**src/rtl/btn_pkg.sv**
```systemverilog
// Shared definitions for the button debouncer: per-channel FSM state encoding
// and the default timing constants used by btn_debounce.
package btn_pkg;

    typedef enum logic [1:0] {
        IDLE         = 2'd0,
        PRESS_WAIT   = 2'd1,
        PRESSED      = 2'd2,
        RELEASE_WAIT = 2'd3
    } btn_state_t;

    localparam int DEFAULT_NUM_BTN       = 3;
    localparam int DEFAULT_DEBOUNCE_CYC  = 200000;
    localparam int DEFAULT_REPEAT_DELAY  = 50000000;
    localparam int DEFAULT_REPEAT_PERIOD = 10000000;

endpackage

```
**src/rtl/btn_sync.sv**
```systemverilog
// Two-flop synchronizer for one raw button level into the clk domain.
// Both flops clear on the asynchronous reset so a held button re-qualifies
// from scratch once reset is released.
module btn_sync (
    input  logic clk,
    input  logic rst,
    input  logic d,
    output logic q
);

    logic meta_q, meta_d;
    logic sync_q, sync_d;

    // Next values of the synchronizer chain: raw input, then first stage.
    always_comb begin
        meta_d = d;
        sync_d = meta_q;
    end

    // Synchronizer flops.
    always_ff @(posedge clk or posedge rst) begin
        if (rst) begin
            meta_q <= 1'b0;
            sync_q <= 1'b0;
        end else begin
            meta_q <= meta_d;
            sync_q <= sync_d;
        end
    end

    assign q = sync_q;

endmodule

```
**src/rtl/btn_debounce.sv**
```systemverilog
// Multi-channel button debouncer with one-cycle press pulses.
// Each channel: 2-flop synchronizer, then a 4-state FSM that requires
// DEBOUNCE_CYC consecutive stable samples to accept a press or a release.
// Optional feature macro: BTN_AUTOREPEAT_EN adds hold-to-repeat pulses
// (first after REPEAT_DELAY cycles in PRESSED, then every REPEAT_PERIOD).
module btn_debounce
    import btn_pkg::*;
#(
    parameter int NUM_BTN       = DEFAULT_NUM_BTN,
    parameter int DEBOUNCE_CYC  = DEFAULT_DEBOUNCE_CYC,
    parameter int REPEAT_DELAY  = DEFAULT_REPEAT_DELAY,
    parameter int REPEAT_PERIOD = DEFAULT_REPEAT_PERIOD
) (
    input  logic               clk,
    input  logic               rst,
    input  logic [NUM_BTN-1:0] btn_in,
    output logic [NUM_BTN-1:0] btn_level,
    output logic [NUM_BTN-1:0] btn_pulse
);

    localparam int CNT_W = $clog2(DEBOUNCE_CYC + 1);
    localparam logic [CNT_W-1:0] CNT_ONE  = CNT_W'(1);
    localparam logic [CNT_W-1:0] CNT_LAST = CNT_W'(DEBOUNCE_CYC - 1);

`ifdef BTN_AUTOREPEAT_EN
    localparam int RPT_MAX = (REPEAT_DELAY > REPEAT_PERIOD) ? REPEAT_DELAY : REPEAT_PERIOD;
    localparam int RPT_W   = $clog2(RPT_MAX + 1);
    localparam logic [RPT_W-1:0] RPT_ONE         = RPT_W'(1);
    localparam logic [RPT_W-1:0] RPT_DELAY_LAST  = RPT_W'(REPEAT_DELAY - 1);
    localparam logic [RPT_W-1:0] RPT_PERIOD_LAST = RPT_W'(REPEAT_PERIOD - 1);
`endif

    logic [NUM_BTN-1:0] s_sync;

    for (genvar i = 0; i < NUM_BTN; i++) begin : g_chan

        btn_sync u_sync (
            .clk (clk),
            .rst (rst),
            .d   (btn_in[i]),
            .q   (s_sync[i])
        );

        btn_state_t       state_q, state_d;
        logic [CNT_W-1:0] cnt_q, cnt_d;
        logic             level_q, level_d;
        logic             pulse_q, pulse_d;

`ifdef BTN_AUTOREPEAT_EN
        logic [RPT_W-1:0] rpt_cnt_q, rpt_cnt_d;
        logic             rpt_first_q, rpt_first_d;
        logic             rpt_fire;

        // Repeat timer: counts held cycles in PRESSED, freezes in RELEASE_WAIT, clears in IDLE.
        always_comb begin
            rpt_cnt_d   = rpt_cnt_q;
            rpt_first_d = rpt_first_q;
            rpt_fire    = 1'b0;
            if (state_q == IDLE) begin
                rpt_cnt_d   = '0;
                rpt_first_d = 1'b1;
            end else if (state_q == PRESSED && s_sync[i]) begin
                if (rpt_cnt_q == (rpt_first_q ? RPT_DELAY_LAST : RPT_PERIOD_LAST)) begin
                    rpt_fire    = 1'b1;
                    rpt_cnt_d   = '0;
                    rpt_first_d = 1'b0;
                end else begin
                    rpt_cnt_d = rpt_cnt_q + RPT_ONE;
                end
            end
        end

        // Repeat timer registers.
        always_ff @(posedge clk or posedge rst) begin
            if (rst) begin
                rpt_cnt_q   <= '0;
                rpt_first_q <= 1'b1;
            end else begin
                rpt_cnt_q   <= rpt_cnt_d;
                rpt_first_q <= rpt_first_d;
            end
        end
`endif

        // Debounce FSM next state; any bounce during a wait state discards its progress.
        always_comb begin
            state_d = state_q;
            cnt_d   = cnt_q;
            pulse_d = 1'b0;
            unique case (state_q)
                IDLE: begin
                    if (s_sync[i]) begin
                        state_d = PRESS_WAIT;
                        cnt_d   = CNT_ONE;
                    end else begin
                        cnt_d = '0;
                    end
                end
                PRESS_WAIT: begin
                    if (!s_sync[i]) begin
                        state_d = IDLE;
                        cnt_d   = '0;
                    end else if (cnt_q == CNT_LAST) begin
                        state_d = PRESSED;
                        cnt_d   = '0;
                        pulse_d = 1'b1;
                    end else begin
                        cnt_d = cnt_q + CNT_ONE;
                    end
                end
                PRESSED: begin
                    if (!s_sync[i]) begin
                        state_d = RELEASE_WAIT;
                        cnt_d   = CNT_ONE;
                    end
                end
                RELEASE_WAIT: begin
                    if (s_sync[i]) begin
                        state_d = PRESSED;
                        cnt_d   = '0;
                    end else if (cnt_q == CNT_LAST) begin
                        state_d = IDLE;
                        cnt_d   = '0;
                    end else begin
                        cnt_d = cnt_q + CNT_ONE;
                    end
                end
                default: begin
                    state_d = IDLE;
                    cnt_d   = '0;
                end
            endcase
`ifdef BTN_AUTOREPEAT_EN
            if (rpt_fire) begin
                pulse_d = 1'b1;
            end
`endif
            level_d = (state_d == PRESSED) || (state_d == RELEASE_WAIT);
        end

        // FSM state, counter and registered outputs.
        always_ff @(posedge clk or posedge rst) begin
            if (rst) begin
                state_q <= IDLE;
                cnt_q   <= '0;
                level_q <= 1'b0;
                pulse_q <= 1'b0;
            end else begin
                state_q <= state_d;
                cnt_q   <= cnt_d;
                level_q <= level_d;
                pulse_q <= pulse_d;
            end
        end

        assign btn_level[i] = level_q;
        assign btn_pulse[i] = pulse_q;
    end

endmodule

```
**config.mk**
```make
export PLATFORM = sky130hd
export DESIGN_NAME = btn_debounce
export DESIGN_NICKNAME = d
export VERILOG_FILES = /design/src/rtl/btn_pkg.sv /design/src/rtl/btn_sync.sv /design/src/rtl/btn_debounce.sv
export SDC_FILE = /design/constraint.sdc
export NUM_CORES = 1
export LEC_CHECK = 0
export CORE_AREA = 2 2 122 136
export CTS_CLUSTER_SIZE = 12
export DETAILED_ROUTE_END_ITERATION = 8
export DIE_AREA = 0 0 124 138
export PLACE_DENSITY = 0.43
export SYNTH_ARGS = -nofsm -noshare
export SYNTH_HDL_FRONTEND = slang
export SYNTH_HIERARCHICAL = 1
export SYNTH_SLANG_ARGS = --single-unit
```
**constraint.sdc**
```tcl
create_clock -name clk -period 2.3 [get_ports clk]
set_clock_uncertainty 0.1 [all_clocks]
set_input_delay 0.46 -clock clk [delete_from_list [all_inputs] [get_ports clk]]
set_output_delay 0.46 -clock clk [all_outputs]
set_load 0.05 [all_outputs]
```
==> results of run 1 <==
==> cells in the final DEF (no fill, tap or decap), types with 3 or more instances in the layout <==
| cell | n |
|---|---|
| o21ai_1 | 6 |
| nand3b_1 | 3 |
| ha_1 | 3 |
| xor2_1 | 7 |
| mux2i_1 | 5 |
| nand3_1 | 27 |
| nor3b_1 | 7 |
| dfrtp_1 | 72 |
| o21ai_0 | 35 |
| nand4_1 | 12 |
| nand2_1 | 33 |
| nor2_1 | 17 |
| nor4_1 | 11 |
| and2_1 | 10 |
| buf_12 | 3 |
| inv_1 | 15 |
| or2_2 | 4 |
| o31ai_1 | 3 |
| and4_1 | 3 |
| mux2_2 | 7 |
| a22o_1 | 6 |
| and3_1 | 14 |
| a21o_1 | 14 |
| clkbuf_16 | 9 |
| a21oi_1 | 20 |
| or3_1 | 14 |
| clkdlybuf4s50_1 | 10 |
| buf_4 | 12 |
| nor3_1 | 9 |
==> per-stage QoR <==
| step | std cells | hold slack [ns] |
|---|---|---|
| finish | 637 | 0.244 |
| global route | 637 | 0.253 |
| CTS | 637 | 0.249 |
| detailed placement | 621 | 0.236 |
| global placement | 621 | 0.234 |
| floorplan | 411 | 0.101 |
==> logic make-up after synthesis <==
| group | after synthesis | synth area share [%] |
|---|---|---|
| flops | 72 | 46.4 |
| simple gates | 182 | 26.9 |
| fa+ha+maj | 3 | 0.968 |
| buf+inv | 35 | 4.55 |
| xor+xnor | 8 | 1.81 |
| mux | 12 | 3.32 |
| compound gates | 99 | 16.1 |
==> critical path, cell delays in order (launching register included) <==
cell and delay [ns]:
dfrtp_1 0.42, and4bb_1 0.30, or4b_4 0.50, o31a_2 0.42, nand3b_1 0.12, a21bo_1 0.20
==> how the worst max path moves through the flow <==
stage | from | endpoint | slack, ns | cells past startpoint
global placement | g_chan[0].cnt_q[6] | g_chan[0].cnt_q[9] | 0.12 | 5
global route | g_chan[2].cnt_q[12] | g_chan[2].cnt_q[16] | 0.05 | 5
CTS | g_chan[0].cnt_q[6] | g_chan[0].cnt_q[9] | 0.09 | 5
finish | g_chan[0].cnt_q[6] | g_chan[0].cnt_q[9] | 0.14 | 5
floorplan | rst | g_chan[0].cnt_q[0] | 0.09 | 1
detailed placement | g_chan[0].cnt_q[6] | g_chan[0].cnt_q[9] | 0.11 | 5
==> report_power, final <==
group	total, mW	internal [mW]	switching (mW)
clock network	1.53	0.978	0.548
logic	0.126	0.0516	0.0744
registers	1.30	1.28	0.0200
==> state kept, by name, summed over array words and instances (netlist names) <==
signal	count
g_chan.u_sync/meta_q	3
g_chan.level_q	3
g_chan.u_sync/q	3
g_chan.pulse_q	3
g_chan.state_q	6
g_chan.cnt_q	54
==> area by class of cell <==
class	count	area [um^2]	area share [%]
Inverter	16	60.1	1.31
Timing Repair Buffer	25	250	5.45
Tap cell	204	255	5.56
Sequential cell	72	1800	39.2
Clock buffer	11	243	5.28
Clock inverter	5	80.1	1.74
Multi-Input combinational cell	304	1900	41.4
==> layer usage <==
metal  global-route usage, %  vias to the layer above  wire, um
li1                        -                     1544         -
met1                    15.9                     1521      4350
met2                    17.0                       39      4150
met3                    2.39                       10       248
met4                    5.50                        0       180
met5                       0                        -         0
==> repair_timing <==
item                                    CTS  global route
gates resized for setup                   0             1
endpoints found under the setup margin    0             1
hold buffers                              0             0
==> results.cfg, run 1 <==
[run_status]
run_status = complete, no violations

[power_and_ir_drop]
p_leak_nw = 1.97
power_density_mw_per_mm2 = 643
power_mw = 2.95
vdd_drop_max_v = 0.000349

[logic_synthesis]
synth.distinct_cells = 55
synthArstFlopShare_pct = 100
synthTopCellsByArea = dfrtp_1 (46%), o21ai_0 (4.5%), nand3_1 (3.5%)
synthTopCellsByCount = dfrtp_1 (72), o21ai_0 (35), nand2_1 (33)
synth_top_area_share_pct = 46.4
yosys.area.top_type = dfrtp_1
yosysWarnings = 6
synth_most_common_cell = dfrtp_1
synth_cells = 411
synth_edf_count = 0
syn_avg_cell_area_um2 = 9.44
netlist_area_mm2 = 0.00388
yosys_most_used_dff = dfrtp_1
synth_nets = 419
synth-seq-area-share_pct = 46.4
synth_seq_cells = 72

[floorplanning]
num_rows = 49
core_area_mm2 = 0.0159
initial_core_util_pct = 24.3
die_w_um = 124
dieArea_mm2 = 0.0171
die_h_um = 138
pin_count = 11

[setup_path]
critPathCaptureType = flop
cp_data_required_time_ns = 2.43
critical_path_class = flop to flop
cp_max_fo = 14
r2r-start = g_chan[0].cnt_q[6]
r2r_cells = 5
reg2reg_slack_ns = 0.14
r2r-end = g_chan[0].cnt_q[9]
start_kind = flop
crit_arrival_ns = 2.29

[clocking]
clock_tree.root_cell = clkbuf_16
cts_buffer_depth = 2
tritoncts = done
cts.htree.levels = 3
clk_pin_slew_ns = 0.06
insertion_delay_ns = 0.34
cts.sinks = 72
post-cts-setup-buffers = 0
cts_made_buffers = 9

[worst_hold_path]
hold_depth = 0
hold_path_end = g_chan[2].u_sync/q
hold_class = flop to flop
min_from = g_chan[2].u_sync/meta_q

[placement]
dp_slack_ns = 0.108
globalplace.congestion = 0.757
dp_hpwl_mm = 6.32
placement.cell_area_mm2 = 0.00427
port_buffers = 10

[route]
routed-via-count = 3114
wl_mm = 8.92
drt_iter0_drc = 221
vias_per_cell = 4.89
routedWlPerCell_um = 14.0
ant_nets = 0
first_pass_iters = 4
drc = 0

[global_route]
grt_overflow_total = 0
first_global_vias = 3017
grt_pass1_wl_mm = 15.5
track_usage_pct = 11.5
antenna_found_initial = 1
grt_max_degree = 34

[sta]
relSlewSlack_pct = 60.9
finalSetupViolations = 0
fmax_ghz = 0.462
tns_ns = 0
min_period_over_period_pct = 94.1
worst_pin_slew_ns = 0.584
slew_violations = 0
fin_ws_ns = 0.135
rsz0062_at_grt = no
layout_min_cycle_time_ns = 2.16
hold_violations = 0

[cells_and_area]
finalNetCount = 436
diodes = 0
syn2layout_area_growth_pct = 18.4
nFillCells = 1672
drive_above_1_share_pct = 11.5
final_design_area_no_fill_mm2 = 0.00459
fin_util_pct = 28.8

[run]
cap_violations = 0
(Power assumes the default switching activity.)
==> run 2, diff against run 1 <==
ABC_CLOCK_PERIOD_IN_PS = 2300   (was not set)
==> results of run 2 <==
No change in the layout: final DEF, timing and power equal those of run 1.
==> run 3, diff against run 2 <==
CAP_MARGIN = 0   (was not set)
PLACE_DENSITY = not set   (was 0.43)
==> run 3 against run 2 <==
Final cell count fell by 0.31%. Clock power shrank 3%. Total power fell by 1.5%. Wire length shrank 3.7%. Via count grew 1.1%. Maximum frequency is 0.96% higher. Combinational power about the same. Setup slack improved by 0.021 ns.
==> results.cfg, run 3 (synthesis gave the netlist of run 1 again) <==
[run_status]
run_status = complete, no violations

[setup_path]
crit_chain = and4bb_1 -> or4b_4 -> o31a_4 -> nand3b_1 -> a21bo_1
cp_max_fo = 14
cp_top_family = simple AND/OR/NAND/NOR gates
crit_arrival_ns = 2.26
worst_path_max_delay_cell = or4b_4
critPathCaptureType = flop
slowest_delay_ns = 0.50
cp_data_required_time_ns = 2.42
critPathBufInv = 0
start_kind = flop
critical_path_class = flop to flop

[route]
wl_mm = 8.59
routedWlPerCell_um = 13.5
ant_nets = 0
vias_per_cell = 4.96
first_pass_iters = 4
drc = 0
drt_iter0_drc = 216
routed-via-count = 3147

[clocking]
cts_made_buffers = 9
clock_tree.root_cell = clkbuf_16
cts.sinks = 72
insertion_delay_ns = 0.33
tritoncts = done
cts.htree.levels = 3
cts_buffer_depth = 2
clk_pin_slew_ns = 0.05

[floorplanning]
core_area_mm2 = 0.0159
dieArea_mm2 = 0.0171
die_h_um = 138
initial_core_util_pct = 24.3
pin_count = 11
num_rows = 49
die_w_um = 124

[global_route]
grt_max_degree = 31
track_usage_pct = 10.7
antenna_found_initial = 0
grt_pass1_wl_mm = 14.6
grt_overflow_total = 0
first_global_vias = 3113

[cells_and_area]
instances_no_fill = 635
top_regs = g_chan.cnt_q (54), g_chan.state_q (6)
syn2layout_area_growth_pct = 17.3
final_design_area_no_fill_mm2 = 0.00455
multi_input_area_mm2 = 0.00191
diodes = 0
drive_above_1_share_pct = 10.7
largest-register = g_chan.cnt_q
regArea_mm2 = 0.00180
layout_common_cells = dfrtp_1 (72), o21ai_0 (35), nand2_1 (33)
fin_util_pct = 28.6
largest_reg_flops = 54
final_common_cell = dfrtp_1
nFillCells = 1665
finalNetCount = 434

[run]
cap_violations = 0

[placement]
port_buffers = 10
dp_slack_ns = 0.0669
placement.cell_area_mm2 = 0.00423
dp_hpwl_mm = 5.99
dp_cells = 619
globalplace.congestion = 0.821

[sta]
slew_violations = 0
rsz0062_at_grt = no
min_period_over_period_pct = 93.2
fmax_ghz = 0.466
finalSetupViolations = 0
layout_min_cycle_time_ns = 2.14
tns_ns = 0
timing.hold.ws_ns = 0.246
hold_violations = 0
fin_ws_ns = 0.156
worst_pin_slew_ns = 0.573
relSlewSlack_pct = 61.6

[power_and_ir_drop]
power_density_mw_per_mm2 = 639
power_mw = 2.91
p_leak_nw = 1.95
vdd_drop_max_v = 0.000373

[worst_hold_path]
hold_class = flop to flop
-- run 3: cell count changes in the layout (fill, tap and decap cells not counted) --
cell        change
clkbuf_1        +2
buf_12          -2
o31a_2          -1
clkinvlp_4      -2
o31a_4          +1
-- run 3: layout make-up --
cell class / count / area share, %
clock inverter: 3 / 1.43
sequential: 72 / 39.6
clock buffer: 13 / 5.50
tap: 204 / 5.61
multi-input combinational: 304 / 42.0
timing repair buffer: 23 / 4.62
inverter: 16 / 1.32
-- run 3: path summary, 6_finish.rpt --
check,startpoint,end,slack [ns],cells after the start
setup / recovery,g_chan[0].cnt_q[7],g_chan[0].cnt_q[9],0.16,5
hold / removal,g_chan[2].u_sync/meta_q,g_chan[2].u_sync/q,0.25,0
setup reg to reg,g_chan[0].cnt_q[7],g_chan[0].cnt_q[9],0.16,5
hold reg to reg,g_chan[2].u_sync/meta_q,g_chan[2].u_sync/q,0.25,0
max in group asynchronous,rst,g_chan[2].state_q[1],1.30,3
min in group asynchronous,rst,g_chan[0].u_sync/q,0.31,2
-- run 3: timing repair --
action	4_1_cts	5_1_grt
hold buffers	0	0
buffers inserted	0	0
resized for setup	0	2
setup endpoints to repair	0	5
-- run 3: metal layers --
layer  share of wire [%]  vias up  GRT usage [%]
met3                 3.2        6           2.60
met5                   0        -              0
met4                 1.2        0           4.79
met1                  46     1533           13.3
met2                  50       64           17.2
li1                    -     1544              -
-- run 3: where the power goes --
| group | switching (mW) | leakage [nW] | internal (mW) |
|---|---|---|---|
| clock | 0.505 | 0.154 | 0.978 |
| sequential | 0.0195 | 0.979 | 1.28 |
| combinational | 0.0733 | 0.821 | 0.0493 |
| total | 0.598 | 1.95 | 2.31 |
